### src/rtl/ping_pong_rd_ctrl.sv
`default_nettype none
// ============================================================================
//  Module      : ping_pong_rd_ctrl
//  Description : Read-side controller for a two-bank ping-pong input buffer
//                feeding a systolic matmul array. It waits until the current
//                bank is declared full. It then replays the bank's even row
//                (port A) and odd row (port B) N_PASSES times, advancing one
//                block per accepted step. When done, it returns the bank to
//                the writer with a one-cycle release pulse. Banks alternate
//                strictly, starting with bank 0.
//  Macro       : PP_RD_PREFETCH_EN - when defined, RELEASE goes straight to
//                READ on the other bank if that bank is already full.
//  Ports       : clk, rst_n (sync, active-low)
//                i_bank_full[1:0]   writer's per-bank "holds data" level
//                i_step             array accepted the current block
//                o_bank_release[1:0] one-cycle "bank may be refilled" pulse
//                o_bank{0,1}_en     read enable of each bank (both ports)
//                o_bank{0,1}_addr{a,b} read addresses
//                o_rd_valid/o_rd_bank/o_rd_blk/o_rd_pass  data-aligned tags
//                o_bank_done        pulse coincident with o_bank_release
//  Revision    : 1.0 - initial release
// ============================================================================
module ping_pong_rd_ctrl #(
    parameter  int ADDR_WIDTH = 4,
    parameter  int COL_X      = 4,
    parameter  int N_PASSES   = 2,
    parameter  int RD_LATENCY = 2,
    localparam int C_BLK_W    = (COL_X > 1)    ? $clog2(COL_X)    : 1,
    localparam int C_PASS_W   = (N_PASSES > 1) ? $clog2(N_PASSES) : 1
) (
    input  logic                  clk,
    input  logic                  rst_n,
    input  logic [1:0]            i_bank_full,
    input  logic                  i_step,
    output logic [1:0]            o_bank_release,
    output logic                  o_bank0_en,
    output logic                  o_bank1_en,
    output logic [ADDR_WIDTH-1:0] o_bank0_addra,
    output logic [ADDR_WIDTH-1:0] o_bank0_addrb,
    output logic [ADDR_WIDTH-1:0] o_bank1_addra,
    output logic [ADDR_WIDTH-1:0] o_bank1_addrb,
    output logic                  o_rd_valid,
    output logic                  o_rd_bank,
    output logic [C_BLK_W-1:0]    o_rd_blk,
    output logic [C_PASS_W-1:0]   o_rd_pass,
    output logic                  o_bank_done
);

    localparam logic [C_BLK_W-1:0]    c_BLK_LAST  = C_BLK_W'(COL_X - 1);
    localparam logic [C_PASS_W-1:0]   c_PASS_LAST = C_PASS_W'(N_PASSES - 1);
    localparam logic [ADDR_WIDTH-1:0] c_ODD_BASE  = ADDR_WIDTH'(COL_X);

    typedef enum logic [1:0] {
        S_IDLE    = 2'd0,
        S_READ    = 2'd1,
        S_RELEASE = 2'd2
    } state_t;

    state_t                r_state;
    logic                  r_cur;
    logic [C_BLK_W-1:0]    r_blk;
    logic [C_PASS_W-1:0]   r_pass;
    logic [1:0]            r_en;
    logic [ADDR_WIDTH-1:0] r_addra [2];
    logic [ADDR_WIDTH-1:0] r_addrb [2];
    logic [1:0]            r_release;
    logic                  r_done;

    // Issue stage: tags of the address that became visible this cycle.
    logic                  r_iss_v;
    logic                  r_iss_bank;
    logic [C_BLK_W-1:0]    r_iss_blk;
    logic [C_PASS_W-1:0]   r_iss_pass;

    // RD_LATENCY-deep shift pipeline tracking BRAM read latency.
    logic [RD_LATENCY-1:0] r_pv;
    logic [RD_LATENCY-1:0] r_pbank;
    logic [C_BLK_W-1:0]    r_pblk  [RD_LATENCY];
    logic [C_PASS_W-1:0]   r_ppass [RD_LATENCY];

    logic                  w_wrap;
    logic                  w_last;
    logic                  w_issue;
    logic                  w_iss_bank;
    logic [C_BLK_W-1:0]    w_iss_blk;
    logic [C_PASS_W-1:0]   w_iss_pass;
    logic [ADDR_WIDTH-1:0] w_addra;
    logic [ADDR_WIDTH-1:0] w_addrb;

    // Decide whether this edge issues a new address, and for which block.
    always_comb begin
        w_wrap     = (r_blk == c_BLK_LAST);
        w_last     = w_wrap && (r_pass == c_PASS_LAST);
        w_issue    = 1'b0;
        w_iss_bank = r_cur;
        w_iss_blk  = '0;
        w_iss_pass = '0;
        case (r_state)
            S_IDLE: begin
                w_issue = i_bank_full[r_cur];
            end
            S_READ: begin
                if (i_step && !w_last) begin
                    w_issue = 1'b1;
                    if (w_wrap) begin
                        w_iss_blk  = '0;
                        w_iss_pass = r_pass + 1'b1;
                    end else begin
                        w_iss_blk  = r_blk + 1'b1;
                        w_iss_pass = r_pass;
                    end
                end
            end
            S_RELEASE: begin
`ifdef PP_RD_PREFETCH_EN
                // The next bank is already full: start it on the same edge
                // that hands the current one back.
                w_issue    = i_bank_full[~r_cur];
                w_iss_bank = ~r_cur;
`endif
            end
            default: begin
                w_issue = 1'b0;
            end
        endcase
        w_addra = ADDR_WIDTH'(w_iss_blk);
        w_addrb = c_ODD_BASE + ADDR_WIDTH'(w_iss_blk);
    end

    always_ff @(posedge clk) begin
        if (!rst_n) begin
            r_state    <= S_IDLE;
            r_cur      <= 1'b0;
            r_blk      <= '0;
            r_pass     <= '0;
            r_en       <= '0;
            r_addra[0] <= '0;
            r_addra[1] <= '0;
            r_addrb[0] <= '0;
            r_addrb[1] <= '0;
            r_release  <= '0;
            r_done     <= 1'b0;
            r_iss_v    <= 1'b0;
            r_iss_bank <= 1'b0;
            r_iss_blk  <= '0;
            r_iss_pass <= '0;
            r_pv       <= '0;
            r_pbank    <= '0;
            for (int i = 0; i < RD_LATENCY; i++) begin
                r_pblk[i]  <= '0;
                r_ppass[i] <= '0;
            end
        end else begin
            r_release <= '0;
            r_done    <= 1'b0;

            case (r_state)
                S_IDLE: begin
                    if (i_bank_full[r_cur]) begin
                        r_state     <= S_READ;
                        r_en[r_cur] <= 1'b1;
                    end
                end
                S_READ: begin
                    if (i_step && w_last) begin
                        r_state          <= S_RELEASE;
                        r_en             <= '0;
                        r_release[r_cur] <= 1'b1;
                        r_done           <= 1'b1;
                    end
                end
                S_RELEASE: begin
                    r_cur   <= ~r_cur;
                    r_state <= S_IDLE;
`ifdef PP_RD_PREFETCH_EN
                    if (i_bank_full[~r_cur]) begin
                        r_state      <= S_READ;
                        r_en[~r_cur] <= 1'b1;
                    end
`endif
                end
                default: begin
                    r_state <= S_IDLE;
                end
            endcase

            // Only the bank being issued to updates its addresses; the
            // other bank's outputs hold.
            if (w_issue) begin
                r_blk               <= w_iss_blk;
                r_pass              <= w_iss_pass;
                r_addra[w_iss_bank] <= w_addra;
                r_addrb[w_iss_bank] <= w_addrb;
            end
            r_iss_v    <= w_issue;
            r_iss_bank <= w_iss_bank;
            r_iss_blk  <= w_iss_blk;
            r_iss_pass <= w_iss_pass;

            r_pv[0]     <= r_iss_v;
            r_pbank[0]  <= r_iss_bank;
            r_pblk[0]   <= r_iss_blk;
            r_ppass[0]  <= r_iss_pass;
            for (int i = 1; i < RD_LATENCY; i++) begin
                r_pv[i]    <= r_pv[i-1];
                r_pbank[i] <= r_pbank[i-1];
                r_pblk[i]  <= r_pblk[i-1];
                r_ppass[i] <= r_ppass[i-1];
            end
        end
    end

    assign o_bank_release = r_release;
    assign o_bank_done    = r_done;
    assign o_bank0_en     = r_en[0];
    assign o_bank1_en     = r_en[1];
    assign o_bank0_addra  = r_addra[0];
    assign o_bank0_addrb  = r_addrb[0];
    assign o_bank1_addra  = r_addra[1];
    assign o_bank1_addrb  = r_addrb[1];
    assign o_rd_valid     = r_pv[RD_LATENCY-1];
    assign o_rd_bank      = r_pbank[RD_LATENCY-1];
    assign o_rd_blk       = r_pblk[RD_LATENCY-1];
    assign o_rd_pass      = r_ppass[RD_LATENCY-1];

endmodule
`default_nettype wire

### config.mk
export PLATFORM = sky130hd
export DESIGN_NAME = ping_pong_rd_ctrl
export DESIGN_NICKNAME = d
export VERILOG_FILES = /design/src/rtl/ping_pong_rd_ctrl.sv
export SDC_FILE = /design/constraint.sdc
export NUM_CORES = 1
export LEC_CHECK = 0
export BUFFER_PORTS_ARGS = -buffer_cell sky130_fd_sc_hd__buf_4
export CORE_MARGIN = 2
export CORE_UTILIZATION = 49
export CTS_BUF_LIST = sky130_fd_sc_hd__clkbuf_8
export DETAILED_ROUTE_END_ITERATION = 12
export HOLD_SLACK_MARGIN = 0.15
export PLACE_DENSITY = 0.83
export SLEW_MARGIN = 20
export SYNTH_ARGS = -nofsm -noshare
export SYNTH_HDL_FRONTEND = slang
export SYNTH_SLANG_ARGS = --single-unit
### constraint.sdc
create_clock -name clk -period 1.85 [get_ports clk]
set_clock_uncertainty 0.1 [all_clocks]
set_input_delay 0.37 -clock clk [delete_from_list [all_inputs] [get_ports clk]]
set_output_delay 0.37 -clock clk [all_outputs]
set_load 0.05 [all_outputs]
Yosys cells after proc, flatten, opt, wreduce, memory -nomap -nowiden
Memory sizes are Yosys's and may differ from the RTL's.
Cells that the tools add are included.
{"block": "classes", "addsub": 3, "order_cmp": 2, "n_eq_ne": 5, "n_mux": 34, "bitwise": 6, "n_reduce_logical": 13}
{"cell": "2-bit two-way mux", "count": 10}
{"cell": "1-bit two-way mux", "count": 19}
{"cell": "2-bit one-hot mux with 2 select lines", "count": 2}
{"cell": "3-bit AND reduction", "count": 2}
{"cell": "3-bit by 2-bit adder with 4-bit output (first input constant)", "count": 1}
{"cell": "2-bit equality test (second input constant)", "count": 2}
{"cell": "1-bit logical AND", "count": 4}
{"cell": "4-bit two-way mux", "count": 1}
{"cell": "2-bit inequality test (second input constant)", "count": 2}
{"cell": "1-bit OR", "count": 4}
{"cell": "2-bit AND reduction", "count": 2}
{"cell": "4-bit OR reduction", "count": 1}
{"cell": "2-bit by 1-bit adder with 2-bit output (second input constant)", "count": 1}
{"cell": "2-bit by 1-bit equality test with 1-bit output (second input constant)", "count": 1}
{"cell": "2-bit logical NOT", "count": 1}
{"cell": "1-bit by 2-bit < comparator with 1-bit output (second input constant)", "count": 1}
{"cell": "2-bit OR", "count": 1}
{"cell": "1-bit one-hot mux with 2 select lines", "count": 1}
{"cell": "2-bit nonzero test", "count": 1}
{"cell": "2-bit OR reduction", "count": 1}
{"cell": "1-bit adder (second input constant)", "count": 1}
{"cell": "1-bit demux with 1-bit select", "count": 1}
{"cell": "1-bit >= comparator (second input constant)", "count": 1}
{"cell": "1-bit logical NOT", "count": 1}
{"cell": "1-bit NOT", "count": 1}
{"block": "word_totals", "reg_bits": 20, "ramBits": 18, "inputBits": 5, "out_inout_bits": 26, "word_cells": 80, "n_memories": 4}
{"name": "r_addrb", "depth": 2, "width": 4, "read_ports": 2, "rd_clocked_by_memory_dff": 0, "wr": 2, "line": "65", "rtl": "logic [ADDR_WIDTH-1:0] r_addrb [2];"}
{"name": "r_addra", "depth": 2, "width": 2, "read_ports": 2, "rd_clocked_by_memory_dff": 0, "wr": 2, "line": "64", "rtl": "logic [ADDR_WIDTH-1:0] r_addra [2];"}
{"name": "r_pblk", "depth": 2, "width": 2, "read_ports": 2, "rd_clocked_by_memory_dff": 0, "wr": 2, "line": "78", "rtl": "logic [C_BLK_W-1:0] r_pblk [RD_LATENCY];"}
{"name": "r_ppass", "depth": 2, "width": 1, "read_ports": 2, "rd_clocked_by_memory_dff": 0, "wr": 2, "line": "79", "rtl": "logic [C_PASS_W-1:0] r_ppass [RD_LATENCY];"}

Logic depth before layout (Yosys ltp)
{"block": "depth", "word_depth": 11, "depth_mapped": 5, "mapped_depth_nobuf": 5}

Worst setup path after synthesis
No wires, ideal clock.
{"block": "synth_timing", "path_kind": "flip-flop to flip-flop", "startpoint": "register r_blk[0]", "endpoint": "memory r_addra[0][0] (netlist name) (enable)", "setup_ns": 0.335, "arrival_time_ns": 1.563, "required_ns": 1.415, "setup_slack_ns": -0.148, "path_stages_with_launch": 6, "path_buffers": 0, "period_less_slack_ns": 1.998, "cell_sequence": "dfxtp_1 > ha_1 > ha_1 > and4bb_4 > a21oi_2 > o21ai_1"}
{"element": "from (decl)", "line": "61", "rtl": "logic [C_BLK_W-1:0] r_blk;"}
{"element": "from (signal assigned)", "line": "190", "rtl": "r_blk <= w_iss_blk;"}
{"element": "to (decl)", "line": "64"}

==> flow_summary.toml <==
[detailed_routing]
dr.pass1.iters = 4
drt_iter0_drc = 15
vias = 868
vias_per_cell = 5.11
route.antenna.remaining_nets = 0
routed_wl_um = 2290
wire_per_inst_um = 13.5
drc = 0

[critical_path]
cp_num_buf_inv = 0
crit_arrival_ns = 1.64
worst_ep_required_time_ns = 1.73
cp_cell_sequence = "ha_4 -> ha_2 -> and4bb_4 -> a21oi_2 -> o21ai_2"
ff2ff_setup_slack_ns = 0.09
r2r-end = "r_addra[0][1]$_SDFFCE_PN0P_"
critPathKind = "reg -> reg"
critical-path-top-delay-family = "simple AND/OR/NAND/NOR gates"
worstReg2RegStart = "r_blk[1]$_SDFFE_PN0P_"
cp-end-kind = "flip-flop"
reg2regPathDepth = 5
cp_max_fo = 7
slowest_delay_ns = 0.36
slowest_stage = "and4bb_4"
cp-start-kind = "flip-flop"

[cells_and_area]
drive_above_1_share = 0.343
layout.nets = 146
multi_input_area_um2 = 453
seq_area_um2 = 802
syn_to_final_growth_pct = 24.9
fillCellCount = 196
antenna_cells = 0
final_design_area_no_fill_mm2 = 0.00162

[logic_synthesis]
ys_seq_area_frac = 0.617
syn_inst = 110
yosysWarnings = 0
synth_top_area_cell = "dfxtp_1"
ys_ff_latch = 36
ys_types = 31
yosys-top-cells-area = "dfxtp_1, edfxtp_1, and2_1, buf_4, nor2_1"
syn-cell-area_mm2 = 0.00130
synth_edf_count = 8
synth.avg_cell_area_um2 = 11.8
synthFlopType = "dfxtp_1"
synthDominantCellAreaShare = 0.432
yosysMostFrequentCell = "dfxtp_1"
synth_commonest_cells = "dfxtp_1, and2_1, nor2_1"
async_flop_share = 0

[clock_tree]
clock_path_buffers = 2
cts_buffers = 5
worstSkewPairLatency_ns = 0.28
clk_pin_slew_ns = 0.07
htree_levels = 2
cts.sinks = 36
cts_tree = "done"
root_buffer = "clkbuf_8"

[die]
start_util = 0.520
rows = 18
die_x_um = 55.5
dieArea_mm2 = 0.00308
core_mm2 = 0.00250
die_height_um = 55.5
io_pins = 31

[sta]
fin_setup_tns_ns = 0
period_needed_ns = 1.76
maxSlewViolCount = 0
setup_viol = 0
fin_crit_sh = 0.952
fmax_ghz = 0.568
hold_viol_final = 0
rsz0062_at_grt = "false"

[global_routing]
grt_pass1_vias = 781
grt_start_max_net_pins = 24
grt_overflow_total = 0
grt_antenna_before_repair = 0
grt_pass1_wl_um = 3750
grt.total_usage = 0.163

[worst_hold_path]
worstHoldEndpoint = "r_en[0]$_SDFFE_PN0P_"
min_path_cells = 3
min-delay-start = "i_bank_full[0]"
worstHoldPathType = "in -> reg"

[place]
postPlaceCellArea_mm2 = 0.00150
gp_congestion = 0.803
dp_hpwl_um = 1600
port_buffers = 24

[pwr]
vdd_drop_max_mv = 0.742
p_per_area_mw_per_mm2 = 1030
p_leak_nw = 0.733

[run_status]
status = "finished clean"

[job]
drv_cap = 0
worst max-delay path by stage:
stage / start / end / slack (ns) / cells after the start
detailed placement: r_blk[1]$_SDFFE_PN0P_ / r_addra[0][1]$_SDFFCE_PN0P_ / 0.03 / 5
global route: r_blk[1]$_SDFFE_PN0P_ / r_addrb[1][1]$_DFFE_PP_ / 0.03 / 5
global placement: r_blk[1]$_SDFFE_PN0P_ / r_addra[0][1]$_SDFFCE_PN0P_ / 0.07 / 5
CTS: r_blk[1]$_SDFFE_PN0P_ / r_addra[0][1]$_SDFFCE_PN0P_ / 0.006 / 5
floorplan: r_blk[0]$_SDFFE_PN0P_ / r_addra[0][0]$_SDFFCE_PN0P_ / 0.05 / 5
finish: r_blk[1]$_SDFFE_PN0P_ / r_addra[0][1]$_SDFFCE_PN0P_ / 0.09 / 5
logic make-up (layout without fill, tap and decap cells):
logic type | Yosys count | count (layout) | synth area share
other | 1 | 6 | 0.00289
xor gates and xnor gates | 1 | 1 | 0.00674
adders and majority gates | 2 | 2 | 0.0193
AOI/OAI and AO/OA | 13 | 13 | 0.0665
and+or+nand+nor | 42 | 42 | 0.206
DFF | 36 | 36 | 0.617
muxes | 1 | 1 | 0.0116
buffers and inverters | 14 | 39 | 0.0703
stage by stage:
step	setup slack (ns)	util	cells	total power, mW	hold slack [ns]
2_1_floorplan	0.0461	-	115	0.994	0.312
3_3_place_gp	0.0750	0.600	161	1.03	0.313
3_5_place_dp	0.0318	0.600	161	1.03	0.320
4_1_cts	0.00614	0.643	169	1.69	0.245
5_1_grt	0.0312	0.649	170	1.74	0.266
6_report	0.0897	0.649	170	1.67	0.251
registers in the layout (all words and copies together), names as in the netlist:
| signal | flops |
|---|---|
| r_blk | 2 |
| r_iss_pass | 1 |
| r_iss_bank | 1 |
| o_bank_done | 1 |
| r_state | 2 |
| r_addra | 4 |
| r_pv | 2 |
| r_ppass | 2 |
| r_iss_v | 1 |
| r_en | 2 |
| o_bank_release | 2 |
| r_pbank | 2 |
| r_addrb | 6 |
| r_iss_blk | 2 |
| r_pass | 1 |
| r_cur | 1 |
| r_pblk | 4 |
tightest hold or removal path, delay by kind of cell:
family	cells	cell delay, ns
and+or+nand+nor	1	0.07
buffers and inverters	1	0.08
AOI/OAI and AO/OA	1	0.07
layout by cell type (no fill, tap or decap):
cell	Yosys	final
buf_4	8	28
dfxtp_1	28	27
and2_1	12	12
nor2_1	10	10
edfxtp_1	8	8
conb_1	1	6
clkbuf_8	0	5
inv_1	3	4
nand2_1	4	4
nor4_1	4	4
and3_1	3	3
a21oi_1	3	3
a41o_1	3	3
o21ai_2	0	2
o21ai_0	2	2
a31oi_1	2	2
mux2_4	1	1
and4bb_4	1	1
a21oi_2	1	1
nand4bb_2	0	1
and3_4	1	1
nand2_2	1	1
nor4_4	1	1
nand3b_1	1	1
nand4b_1	1	1
and2b_2	1	1
xnor2_1	1	1
nor3_1	1	1
ha_4	0	1
ha_2	0	1
clkinv_2	0	1
bufinv_16	0	1
dfxtp_2	0	1
metal layers:
metal	global-route usage	vias up	routed length, um
met5	0	-	0
met4	0.0941	0	61
met3	0.0703	8	143
met2	0.259	28	1130
met1	0.182	403	949
li1	-	429	-
final cells by class:
class / instances / share of cell area
clock inverter: 3 / 0.0239
timing repair buffer: 28 / 0.130
multi-input combinational: 65 / 0.279
clock buffer: 5 / 0.0424
sequential: 36 / 0.495
inverter: 3 / 0.00694
tap: 30 / 0.0231
power by group:
part           switching, mW  leakage, nW  internal (mW)  total (mW)
combinational          0.131        0.361         0.0478       0.179
clock                  0.262       0.0593          0.394       0.656
sequential            0.0117        0.313          0.827       0.838
total                  0.405        0.733           1.27        1.67
what timing repair did:
action,CTS,global route
endpoints found under the setup margin,0,11
hold buffers,0,0
gates resized for setup,0,2
setup buffers,0,1
(Power assumes the default switching activity.)
